File: src/rtl/sipo_load_ctrl_if.sv
`default_nettype none
// +----------------------------------------------------------------------------+
// | Module      : sipo_load_ctrl_if                                            |
// | Description : Word valid/ready handshake feeding the SIPO load controller. |
// | Revision    : 1.0 - initial release                                        |
// +----------------------------------------------------------------------------+
interface sipo_load_ctrl_if #(
    parameter int WORD_W = 8
);
    logic [WORD_W-1:0] word_in;
    logic              word_valid;
    logic              word_ready;

    modport master (
        output word_in,
        output word_valid,
        input  word_ready
    );

    modport slave (
        input  word_in,
        input  word_valid,
        output word_ready
    );
endinterface
`default_nettype wire

File: src/rtl/sipo_load_ctrl.sv
`default_nettype none
// +----------------------------------------------------------------------------+
// | Module      : sipo_load_ctrl                                               |
// | Description : Serializes handshaked parallel words MSB-first into a SIPO   |
// |               and pulses frame_done once SIZE bits have been shifted.      |
// | Revision    : 1.0 - initial release                                        |
// +----------------------------------------------------------------------------+
module sipo_load_ctrl #(
    parameter int SIZE   = 256,
    parameter int WORD_W = 8,
    parameter int CNT_W  = $clog2(SIZE + 1)
) (
    input  logic             clk,
    input  logic             rnot,
    input  logic             start,
    sipo_load_ctrl_if.slave  bus,
    output logic             sipo_clear,
    output logic             sipo_enable,
    output logic             sipo_in,
    output logic             busy,
    output logic             frame_done,
    output logic [CNT_W-1:0] bit_count
);

    localparam int c_ph_w = ($clog2(WORD_W) > 0) ? $clog2(WORD_W) : 1;

    localparam logic [2:0] c_st_idle  = 3'd0;
    localparam logic [2:0] c_st_clear = 3'd1;
    localparam logic [2:0] c_st_wait  = 3'd2;
    localparam logic [2:0] c_st_shift = 3'd3;
    localparam logic [2:0] c_st_done  = 3'd4;

    localparam logic [c_ph_w-1:0] c_last_phase = c_ph_w'(WORD_W - 1);
    localparam logic [CNT_W-1:0]  c_last_bit   = CNT_W'(SIZE - 1);

    logic [2:0]        r_state;
    logic [WORD_W-1:0] r_hold;
    logic [c_ph_w-1:0] r_phase;

    // The serial bit is the hold MSB, gated so it reads 0 whenever not shifting.
    assign sipo_in = sipo_enable & r_hold[WORD_W-1];

    always_ff @(posedge clk) begin
        if (!rnot) begin
            r_state        <= c_st_idle;
            r_hold         <= '0;
            r_phase        <= '0;
            bus.word_ready <= 1'b0;
            sipo_clear     <= 1'b0;
            sipo_enable    <= 1'b0;
            busy           <= 1'b0;
            frame_done     <= 1'b0;
            bit_count      <= '0;
        end else begin
            sipo_clear <= 1'b0;
            frame_done <= 1'b0;
            case (r_state)
                c_st_idle: begin
                    if (start) begin
                        r_state    <= c_st_clear;
                        sipo_clear <= 1'b1;
                        busy       <= 1'b1;
                        bit_count  <= '0;
                    end
                end
                c_st_clear: begin
                    r_state        <= c_st_wait;
                    bus.word_ready <= 1'b1;
                end
                c_st_wait: begin
                    if (bus.word_valid && bus.word_ready) begin
                        r_state        <= c_st_shift;
                        r_hold         <= bus.word_in;
                        r_phase        <= '0;
                        bus.word_ready <= 1'b0;
                        sipo_enable    <= 1'b1;
                    end
                end
                c_st_shift: begin
                    r_hold    <= r_hold << 1;
                    r_phase   <= r_phase + c_ph_w'(1);
                    bit_count <= bit_count + CNT_W'(1);
                    if (r_phase == c_last_phase) begin
                        sipo_enable <= 1'b0;
                        // bit_count still holds the pre-increment value here.
                        if (bit_count == c_last_bit) begin
                            r_state    <= c_st_done;
                            frame_done <= 1'b1;
                        end else begin
                            r_state        <= c_st_wait;
                            bus.word_ready <= 1'b1;
                        end
                    end
                end
                c_st_done: begin
                    r_state <= c_st_idle;
                    busy    <= 1'b0;
                end
                default: begin
                    r_state        <= c_st_idle;
                    bus.word_ready <= 1'b0;
                    sipo_enable    <= 1'b0;
                    busy           <= 1'b0;
                end
            endcase
        end
    end

endmodule
`default_nettype wire
File: src/flat_wrapper.sv
// flat-port wrapper written by rule: the top's interface ports become plain ports
module sipo_load_ctrl_flat 
#(
    parameter int SIZE   = 256,
    parameter int WORD_W = 8,
    parameter int CNT_W  = $clog2(SIZE + 1)
)
  (clk, rnot, start, sipo_clear, sipo_enable, sipo_in, busy, frame_done, bit_count, bus_word_in, bus_word_valid, bus_word_ready);
  sipo_load_ctrl_if #(.WORD_W(WORD_W)) bus_i ();
  input  logic clk;
  input  logic rnot;
  input  logic start;
  output logic sipo_clear;
  output logic sipo_enable;
  output logic sipo_in;
  output logic busy;
  output logic frame_done;
  output logic [CNT_W-1:0] bit_count;
  input wire logic [$bits(bus_i.word_in)-1:0] bus_word_in;
  input wire logic [$bits(bus_i.word_valid)-1:0] bus_word_valid;
  output wire logic [$bits(bus_i.word_ready)-1:0] bus_word_ready;
  assign bus_i.word_in = bus_word_in;
  assign bus_i.word_valid = bus_word_valid;
  assign bus_word_ready = bus_i.word_ready;
  sipo_load_ctrl #(.SIZE(SIZE), .WORD_W(WORD_W), .CNT_W(CNT_W)) u_core (.clk(clk), .rnot(rnot), .start(start), .bus(bus_i), .sipo_clear(sipo_clear), .sipo_enable(sipo_enable), .sipo_in(sipo_in), .busy(busy), .frame_done(frame_done), .bit_count(bit_count));
endmodule
File: config.mk
export PLATFORM = sky130hd
export DESIGN_NAME = sipo_load_ctrl_flat
export DESIGN_NICKNAME = d
export VERILOG_FILES = /design/src/rtl/sipo_load_ctrl_if.sv /design/src/rtl/sipo_load_ctrl.sv /design/src/flat_wrapper.sv
export SDC_FILE = /design/constraint.sdc
export NUM_CORES = 1
export LEC_CHECK = 0
export ABC_AREA = 1
export CORE_AREA = 4 4 66 62
export DETAILED_ROUTE_END_ITERATION = 10
export DIE_AREA = 0 0 70 66
export PLACE_DENSITY_LB_ADDON = 0.12
export SYNTH_ARGS = -nofsm -noshare
export SYNTH_HDL_FRONTEND = slang
export SYNTH_SLANG_ARGS = --single-unit
export TNS_END_PERCENT = 5
File: constraint.sdc
create_clock -name clk -period 1.38 [get_ports clk]
set_input_delay 0.207 -clock clk [delete_from_list [all_inputs] [get_ports clk]]
set_output_delay 0.207 -clock clk [all_outputs]
set_load 0.005 [all_outputs]
Yosys cells after proc, flatten, opt, wreduce, memory -nomap -nowiden --
Cells that the tools add are included.
Storage, ports and cells: register bits 28
Cells by class: equality and inequality tests 10, mux-type cells 22, add/subtract/negate cells 2, bitwise gates (word level) 4, reduce and logical (&&, ||, !) cells 15
Operators by type and width (count):
- 9-bit one-hot mux with 2 select lines | 1
- 8-bit one-hot mux with 2 select lines | 1
- 3-bit 2-to-1 mux | 5
- 3-bit one-hot mux with 4 select lines | 1
- 9-bit by 1-bit adder with 9-bit output, second input constant | 1
- 9-bit by 8-bit == test with 1-bit output, second input constant | 1
- 9-bit 2-to-1 mux | 1
- 3-bit AND reduction | 3
- 1-bit 2-to-1 mux | 8
- 8-bit 2-to-1 mux | 1
- 2-bit AND reduction | 4
- 3-bit by 2-bit == test with 1-bit output, second input constant | 2
- 3-bit == test, second input constant | 2
- 3-bit one-hot mux with 2 select lines | 1
- 3-bit OR reduction | 2
- 2-bit by 1-bit != test with 1-bit output, second input constant | 2
- 2-bit != test, second input constant | 2
- 1-bit one-hot mux with 4 select lines | 1
- 4-bit AND reduction | 1
- 2-bit nonzero test | 2
- 3-bit by 1-bit adder with 3-bit output, second input constant | 1
- 3-bit by 1-bit == test with 1-bit output, second input constant | 1
- 3-bit logical NOT | 1
- 1-bit NOT | 3
- 5 further kinds | 5

Depth between registers and ports, before layout --
depth in word-level cells 4, depth in mapped cells 12

Worst setup path before layout --
OpenSTA, ideal clock, no wires.
path kind register -> register, start reg u_core.bit_count[3], end reg u_core.bus.word_ready, required time 1.267 ns, slack -0.167 ns, stages on the path, launching flop included 11, period minus slack after synthesis 1.547 ns, arrival 1.434 ns, library setup time 0.113 ns, buffers on the path 0, cell sequence dfxtp_1 nand2_1 nor3_1 nand2_1 nor2_1 ha_1 nand4_1 nand2_1 nor2_1 nor2_1 nor2_1
Between the ends: word-level cells in the longest chain between the ends 3
Ends and longest elaborated chain:
- start, declared | RTL line sipo_load_ctrl.sv:22 | output logic [CNT_W-1:0] bit_count
- start signal, assigned | RTL line sipo_load_ctrl.sv:82 | bit_count <= bit_count + CNT_W'(1);
- 9-bit by 8-bit == test with 1-bit output | RTL line sipo_load_ctrl.sv:86 | if (bit_count == c_last_bit) begin
- 2-bit != test (no line)
- 4-bit AND reduction (no line)
- end signal, assigned | RTL line sipo_load_ctrl.sv:75 | bus.word_ready <= 1'b0;
- end signal, assigned | RTL line sipo_load_ctrl.sv:91 | bus.word_ready <= 1'b1;
- end signal, assigned | RTL line sipo_load_ctrl.sv:101 | bus.word_ready <= 1'b0;
- end, declared | RTL line sipo_load_ctrl_if.sv:23 | output word_ready
Every way passes these cells. A chain may end at the register's enable or synchronous reset.

Final worst setup path --
start reg u_core.bit_count[6], end reg u_core.bus.word_ready
The elaborated chain is that of the path after synthesis.

==> key figures <==
Floorplan
  • Core area: 0.00335 mm2
  • Die area: 0.00462 mm2
  • Chip height: about 66 um
  • Rows: 20
  • Die X: around 70 um
  • Initial Utilization: between 30% and 40%
  • IO Pins: 27

STA
  • Slew HR: 83.4%
  • RSZ-0062 raised after global routing: true
  • Min Tclk post-route: 1410 ps
  • Final hold vios: 0
  • Fin worst setup slack: -26.2 ps
  • Hold WS: 456 ps
  • Final setup fails: 3
  • Max-slew violation count: 0
  • Skew final: 3.86 ps
  • Tcrit/Tclk final: 102%
  • Fmax achieved: 711 MHz
  • Worst Max-Slew Pin Slew: 249 ps

Global routing
  • First-pass GRT wire length: 5.95 mm
  • Gr ovfl total: 0
  • Initial antenna violation count: 0
  • Vias in the first global route: 1,328
  • Total GRT Usage: between 10% and 20%
  • Largest net degree at the start of global routing: 17

Power
  • PD cells: 1240 mW/mm2
  • P_leak: around 0.94 nW
  • Maximum vdd drop: 0.711 mV

Route
  • WL final: 3.36 mm
  • Via count: 1,386
  • DR WL/cell: 11.7 um
  • Post-DR vias/cell: 4.85
  • 1st-pass router iterations: 4
  • ANT nets after route: 0
  • DR iter-0 viols: 58
  • # DRC: 0

Min path
  • HP Class: flop to flop

Synth
  • Mapped Nets: between 200 and 250
  • Post-synth design cell area: approximately 0.0013 mm2
  • Most numerous cell in the Yosys netlist: nand2_1
  • YS warnings: 0
  • Async SR Flop Fraction: 0%
  • Cells after synthesis: 194
  • Count of cell types in the netlist: 23
  • Number of synthesized flops with an enable pin: 0
  • Cell taking the most area after synthesis: dfxtp_1
  • Register area share after synthesis: 41.8%
  • Top cell type's share of synthesized area: 41.8%
  • Synth Flop Type: dfxtp_1
  • Synth top cells by count: nand2_1, dfxtp_1, nor2_1
  • Syn_area_per_cell: about 6.9 um2
  • Dominant cells by area after synthesis: dfxtp_1, nand2_1, nand3_1
  • Seq cells post-synth: 28

Final layout
  • Final Net Count: 259
  • Antenna Cells: 0
  • Layout area overhead: 44.4%
  • Layout cells sized above 1: 23.6%
  • Post-route core utilization: ~58%

Job
  • Max-Cap Viols: 0

Place
  • # port buffers: 26
  • Routability Congestion: between 0.7 and 0.8
  • Detailed Place HPWL: 2.49 mm

Setup path
  • CP startpoint: u_core.bit_count[6]
  • Worst R2R Setup Slack: -30 ps
  • Critical path, cell by cell: inv_2, nor3_4, nand2_1, nor2_1, ha_2, nand4_1, nand2_1, nor2_1, nor2_1, nor2_1
  • Critical Path End: u_core.bus.word_ready
  • Reg2reg path depth: 10
  • Crit path max fanout: 3
  • Req. time, crit path: about 1600 ps
  • Critical Path AT: 1590 ps
  • Crit path capture type: flop
  • Critical path class: flop to flop
  • Critical Path Source Type: flop
  • Slowest-stage cell, CP: dfxtp_2
  • Crit path buf inv count: 1
  • Reg2reg start: u_core.bit_count[6]
  • Worst R2R End: u_core.bus.word_ready
  • CP delay by family, top: simple AND/OR/NAND/NOR gates
  • Stages on the worst setup path: 10
  • Crit path top cell by count: nor2_1
  • Crit path largest cell delay: between 300 and 400 ps

Clock tree
  • TritonCTS clock tree: built
  • H-tree Lvls: 1
  • Root Driver: clkbuf_8
  • Clk sink count: 28
  • TritonCTS buffer count: 3
  • Clock Latency Late Sink: 280 ps
  • Clock slew at reported path FFs: roughly 90 ps
  • Hold-fix buffers at CTS: 0
  • Clock tree buffer depth: 2

Outcome
  • Violated checks: negative setup slack
  • Status: complete, but fails checks
## flip-flops by register name (all words and copies together), names as in the netlist
signal	flops
u_core.frame_done	1
u_core.sipo_enable	1
u_core.r_phase	3
u_core.bus.word_ready	1
u_core.bit_count	9
u_core.sipo_clear	1
u_core.busy	1
u_core.r_hold	8
u_core.r_state	3
## layout by cell type, fill, tap and decap left out, types with 2 or more instances in the layout
cell type	count
nor2_1	23
ha_1	2
nand3_1	18
nand2_1	49
clkbuf_8	3
dfxtp_2	12
dlymetal6s2s_1	2
nor3_1	2
dfxtp_1	15
nand4_1	3
dlygate4sd2_1	8
clkdlybuf4s50_1	16
o21ai_1	2
inv_2	5
o21ai_0	13
a21oi_1	16
inv_1	13
nand2_2	3
buf_4	23
## how the worst min path moves through the flow
stage,from,end,slack (ps),cells after the start
2_1_floorplan,rnot,u_core.bit_count[4],340,2
3_3_place_gp,u_core.busy,u_core.busy,440,2
3_5_place_dp,u_core.busy,u_core.busy,450,2
4_1_cts,u_core.busy,u_core.busy,460,2
5_1_grt,u_core.busy,u_core.busy,480,2
6_report,u_core.busy,u_core.busy,460,2
## metrics by stage
stage / cell area (um2) / total power [mW] / worst slack [ps] / TNS (ps) / instances
after global placement: 1840 / 1.76 / -20.7 / -55.8 / 281
after CTS: 1920 / 2.43 / -61.6 / -177 / 286
after detailed placement: 1840 / 1.78 / -74.2 / -247 / 281
final: 1940 / 2.41 / -26.2 / -50.0 / 286
after global routing: 1940 / 2.58 / -177 / -683 / 286
after floorplan: 1380 / 1.49 / -9.99 / -9.99 / 194
## layer usage
metal | vias up | GRT usage (%) | wire, um
li1 | 723 | - | -
met1 | 634 | 19.4 | 1540
met2 | 25 | 27.9 | 1670
met3 | 4 | 3.34 | 121
met4 | 0 | 4.31 | 30
met5 | - | 0 | 0
## repair_timing
item	CTS	global route
endpoints found under the setup margin	15	14
pin swaps	1	0
gates resized for setup	15	7
buffers inserted	1	0
## tightest hold or removal path: cells and delay by family (launching register included)
family	cells	cell delay, ps
DFF	1	320
buffers and inverters	1	50
AOI/OAI and AO/OA	1	50
## power by group
group | internal, mW | switching [mW] | leakage (nW)
registers | 0.931 | 0.105 | 0.234
clock network | 0.389 | 0.255 | 0.0357
logic | 0.322 | 0.404 | 0.668
## layout make-up
class,instances,area [um2]
Fill cell,316,1420
Multi-Input combinational cell,142,716
Timing Repair Buffer,50,448
Inverter,18,67.6
Clock inverter,1,30.0
Tap cell,44,55.1
Clock buffer,3,41.3
Sequential cell,28,579
## cells by family after synthesis
| logic type | Yosys count | synth area share, % |
|---|---|---|
| AND/OR/NAND/NOR | 106 | 34.5 |
| AO/OA/AOI/OAI | 32 | 12.0 |
| adder cells (fa/ha/maj) | 4 | 3.73 |
| flip-flops | 28 | 41.8 |
| buffers and inverters | 24 | 7.93 |
No activity file was read; power rests on OpenSTA's default activity.
==> RTL edit 1 (config.mk and constraints unchanged) <==
Compare `bit_count` against `c_last_bit` with >= in place of ==.
--- a/src/rtl/sipo_load_ctrl.sv
+++ b/src/rtl/sipo_load_ctrl.sv
@@ -83,7 +83,7 @@
                     if (r_phase == c_last_phase) begin
                         sipo_enable <= 1'b0;
                         // bit_count still holds the pre-increment value here.
-                        if (bit_count == c_last_bit) begin
+                        if (bit_count >= c_last_bit) begin
                             r_state    <= c_st_done;
                             frame_done <= 1'b1;
                         end else begin
Formal check against the unedited RTL: no difference found for any inputs over 10 cycles, from zero or initial values; that may be too few to reach the edited logic, so the function may still have changed.
==> RTL edit 1 against the unedited design <==
Design area shrank 3.7%; clock skew grew 0.0050 ns; area after synthesis grew 2.2%; sequential cell count is the same; setup slack gained 0.037 ns; routed wire length is the same; power shrank 0.38%.
==> RTL edit 1: results (changes against the unedited design) <==
status = finished clean
synth unique cells = 23 (unchanged)
Nets = 250 (-3.5%)
aggregate routed wire length = 3360 um (unchanged)
type of the tightest min-delay check = flop to flop
maximum clock frequency = 730 MHz (+2.7%)
initial DRC count = 47 (-19%)
IO buf count = 26 (unchanged)
leakage dissipation = 0.000811 uW (-13%)
hold slack final = 0.439 ns (-0.0179 ns)
# fillers = 334 (+5.7%)
CTS clk-pin slew, worst paths = 0.10 ns
clk_lat worst skew = 0.28 ns (about the same)
Largest regs = u_core.bit_count: 9 flops, u_core.r_hold: 8 flops
Critical Path Fanout Max = 3 (unchanged)
routed via count = 1350 (-2.6%)
vias in the first global route = 1282 (-3.5%)
Setup Skew = 0.00886 ns (+0.00500 ns)
flop-to-flop setup slack = 0.01 ns (+0.04 ns)
sequential cell area fraction in the yosys report = 40.9% (-0.92 points)
initial antenna violation count = 0 (unchanged)
Antenna Cells = 0 (unchanged)
largest net degree at the start of global routing = 20 (+3)
Routability Congestion = 0.840 (+11%)
first-pass GRT wire length = 5800 um (-2.4%)
post-DP HPWL = 2500 um (+0.16%)
Slew @ Worst Pin = 0.425 ns (+0.176 ns)
synth top area cells = dfxtp_1 41%, nand2_1 15%, nor2_1 6.6%
Total Routing Usage GR = 15.2% (-0.58 points)
Top FF cell, synth = dfxtp_1
deepest clock path buffer count = 2 (unchanged)
max-cap viol count = 0 (unchanged)
Biggest register = u_core.bit_count
CTS root buf = clkbuf_8
total CTS buffers = 3 (unchanged)
fraction of layout cells with a size suffix above 1 = 22.7% (-0.81 points)
DP Worst Slack = -0.0581 ns (+0.0161 ns)
async set-reset flop share out of synthesis = 0% (unchanged)
period utilization = 99.2% (-2.7 points)
syn nets = 209 (-0.48%)
H-tree depth = 1 (unchanged)
Worst VDD drop = 0.587 mV (-17%)
YS warnings = 0 (unchanged)
Post-synth top cells = 54 x nand2_1, 28 x dfxtp_1, 24 x nor2_1
CP arrival = 1.55 ns (-0.04 ns)
Detailed Routing Iterations Pass 1 = 4 (unchanged)
RTL edit 1: layout make-up:
type | count | area, um^2 | share of cell area [%]
timing repair buffer | 41 | 387 | 20.7
tap | 44 | 55.1 | 2.95
inverter | 18 | 75.1 | 4.03
sequential | 28 | 578 | 31.0
multi-input combinational | 142 | 714 | 38.3
clock buffer | 4 | 55.1 | 2.95
RTL edit 1: critical path: stages, from the launching register on:
cell and delay (ns):
dfxtp_2 0.36, ha_4 0.14, nand4_1 0.13, nor3_2 0.13
ha_1 0.16, nor2_1 0.05, nand2_1 0.06, nand2_1 0.07
a21oi_1 0.14, nor2_1 0.05
RTL edit 1: kinds of logic (layout without fill, tap and decap cells):
group | count (synthesis) | in the layout | share of synthesized area [%]
AO/OA/AOI/OAI | 37 | 37 | 15.1
adder cells (fa/ha/maj) | 4 | 4 | 3.65
buffers and inverters | 23 | 63 | 8.85
flip-flops | 28 | 28 | 40.9
AND/OR/NAND/NOR | 101 | 101 | 31.5
RTL edit 1: final timing paths:
path	cells past startpoint	start	end
setup / recovery	9	u_core.bit_count[0]	u_core.bus.word_ready
hold / removal	1	u_core.r_phase[0]	u_core.r_phase[0]
setup reg to reg	9	u_core.bit_count[0]	u_core.bus.word_ready
hold reg to reg	1	u_core.r_phase[0]	u_core.r_phase[0]
RTL edit 1: stage by stage:
step | instance area [um^2] | std cells
2_1_floorplan | 1370 | 193
3_3_place_gp | 1760 | 273
5_1_grt | 1860 | 277
4_1_cts | 1820 | 277
3_5_place_dp | 1760 | 273
6_report | 1860 | 277
RTL edit 1: repair_timing:
action | in CTS | in global routing
setup buffers | 0 | 0
setup endpoints to repair | 12 | 26
gates resized for setup | 13 | 17
hold endpoints to repair | 0 | 0
pin swaps | 0 | 2
hold buffers | 0 | 0
RTL edit 1: metal layers:
| layer | track usage [%] | part of all wire (%) | up-vias |
|---|---|---|---|
| met5 | 0 | 0 | - |
| met4 | 4.07 | 0.54 | 0 |
| met3 | 4.26 | 4.4 | 4 |
| met2 | 26.4 | 51 | 28 |
| met1 | 18.5 | 44 | 620 |
| li1 | - | - | 698 |
RTL edit 1: where the power goes:
group	leakage (uW)	switching [uW]	internal, uW
Sequential	0.000234	90.2	933
Combinational	0.000548	508	353
Clock	0.0000288	257	256
==> RTL edit 2 (config.mk and constraints unchanged) <==
Without the edit above. `SIZE` is set to 256 in 2 places; all go to 512.
--- a/src/rtl/sipo_load_ctrl.sv
+++ b/src/rtl/sipo_load_ctrl.sv
@@ -6,7 +6,7 @@
 // | Revision    : 1.0 - initial release                                        |
 // +----------------------------------------------------------------------------+
 module sipo_load_ctrl #(
-    parameter int SIZE   = 256,
+    parameter int SIZE   = 512,
     parameter int WORD_W = 8,
     parameter int CNT_W  = $clog2(SIZE + 1)
 ) (
--- a/src/flat_wrapper.sv
+++ b/src/flat_wrapper.sv
@@ -1,7 +1,7 @@
 // flat-port wrapper written by rule: the top's interface ports become plain ports
 module sipo_load_ctrl_flat 
 #(
-    parameter int SIZE   = 256,
+    parameter int SIZE   = 512,
     parameter int WORD_W = 8,
     parameter int CNT_W  = $clog2(SIZE + 1)
 )
Interface: changed (resized bit_count); port bits go from 27 to 28. The function was not compared with the original's and may differ.
==> RTL edit 2 against the unedited design <==
Global-route usage decreased by 0.89 points; synthesized cell count up 0.52%; design area is 1.4% lower; core utilization decreased by 0.78 points; routed wire length is 3.6% lower; fmax is 4.5% higher; sequential cell count up 1; final cell count is 3.1% lower; combinational power decreased by 5.9%; setup slack improved by 0.060 ns; area after synthesis grew 3.5%; critical endpoint is now bit_count[5]; power is 15% higher.
==> RTL edit 2: results (changes against the unedited design) <==
status = finished clean
H-tree depth = 2 (+1)
flop-to-flop setup slack = 0.07 ns (+0.10 ns)
Largest regs = u_core.bit_count: 10 flops, u_core.r_hold: 8 flops
CP arrival = 1.14 ns (-0.45 ns)
syn nets = 210 (unchanged)
routed via count = 1390 (+0.29%)
sequential cell area fraction in the yosys report = 41.8% (+0.048 points)
Crit-path slowest cell = clkdlybuf4s50_1
total CTS buffers = 5 (+2)
flip-flop count of the largest register after layout = 10 (+1)
vias in the first global route = 1216 (-8.4%)
clk_lat worst skew = 0.29 ns
Antenna Cells = 0 (unchanged)
Critical Path Max Stage Delay = 0.52 ns (+0.17 ns)
async set-reset flop share out of synthesis = 0% (unchanged)
Post-synth top cells = 54 x nand2_1, 30 x nor2_1, 29 x dfxtp_1
CTS root buf = clkbuf_8
largest net degree at the start of global routing = 16 (-1)
Worst VDD drop = 0.895 mV (+26%)
type of the tightest min-delay check = flop to flop
# fillers = 328 (+3.8%)
Nets = 247 (-4.6%)
Critical Path Fanout Max = 4 (+1)
Setup Skew = 0.0109 ns (+0.00700 ns)
drt wl/cell = 11.7 um (-0.50%)
leakage dissipation = 0.000840 uW (-10%)
Post-CTS Repair Setup Buffers = 0 (-1)
synth unique cells = 25 (+8.7%)
final hold violation count = 0 (unchanged)
Routability Congestion = 0.808 (+6.7%)
Area after DPL = 1730 um^2 (-6.3%)
Total Routing Usage GR = 14.9% (-0.89 points)
deepest clock path buffer count = 2 (unchanged)
synth top area cells = dfxtp_1 42%, nand2_1 15%, nor2_1 8.1%
initial antenna violation count = 0 (unchanged)
initial DRC count = 62 (+6.9%)
Detailed Routing Iterations Pass 1 = 4 (unchanged)
IO buf count = 27 (+3.8%)
Slew Limit Headroom = 77.0% (-6.4 points)
CP top delay family = buffers and inverters
CTS clk-pin slew, worst paths = 0.06 ns (-0.03 ns)
fraction of layout cells with a size suffix above 1 = 20.6% (-3.0 points)
Psw = 822 uW (+7.6%)
first-pass GRT wire length = 5500 um (-7.5%)
YS warnings = 0 (unchanged)
post-DP HPWL = 2320 um (-7.0%)
RTL edit 2: area by class of cell:
class                      instances  share of cell area, %
sequential                        29                   31.8
tap                               44                   2.88
multi-input combinational        147                   38.0
clock inverter                     3                   3.41
timing repair buffer              35                   17.5
inverter                          14                   2.88
clock buffer                       5                   3.60
RTL edit 2: power groups by stage:
stage / registers [uW] / logic (uW) / clock network [uW]
floorplan: 1040 / 450 / 0
global placement: 1040 / 649 / 0
detailed placement: 1050 / 657 / 0
CTS: 1030 / 656 / 1070
global route: 1060 / 781 / 1100
finish: 1040 / 683 / 1050
RTL edit 2: kinds of logic (layout without fill, tap and decap cells):
family / count (synthesis) / count (layout) / synth area share (%)
and+or+nand+nor: 105 / 105 / 33.6
AOI/OAI and AO/OA: 39 / 39 / 14.5
DFF: 29 / 29 / 41.8
buffers and inverters: 19 / 57 / 7.30
adders and majority gates: 3 / 3 / 2.71
RTL edit 2: repair_timing:
item                       in CTS  in global routing
gates cloned                    0                  0
resized for setup              15                 15
setup endpoints to repair      11                 27
RTL edit 2: worst paths after layout:
kind / from / cells after the start / to
max: u_core.bit_count[5] / 1 / bit_count[5]
min: u_core.r_phase[0] / 1 / u_core.r_phase[0]
max reg2reg: u_core.r_phase[0] / 8 / u_core.bus.word_ready
min reg2reg: u_core.r_phase[0] / 1 / u_core.r_phase[0]
RTL edit 2: per-layer routing:
metal | part of all wire [%] | track usage (%) | vias to the layer above | routed length [um]
li1 | - | - | 714 | -
met3 | 5.9 | 3.95 | 5 | 190
met5 | 0 | 0 | - | 0
met1 | 48 | 20.0 | 630 | 1540
met4 | 1.9 | 7.18 | 0 | 63
met2 | 44 | 22.1 | 41 | 1440
RTL edit 2: stage by stage:
| step | utilization (%) | hold WS, ns | instances | setup WS [ns] |
|---|---|---|---|---|
| after CTS | 55.9 | 0.469 | 277 | 0.000246 |
| after detailed placement | 51.5 | 0.457 | 269 | -0.0332 |
| after floorplan | - | 0.345 | 195 | 0.0929 |
| final | 57.0 | 0.438 | 277 | 0.0338 |
| after global routing | 57.0 | 0.469 | 277 | -0.0416 |
| after global placement | 51.5 | 0.453 | 269 | -0.00444 |
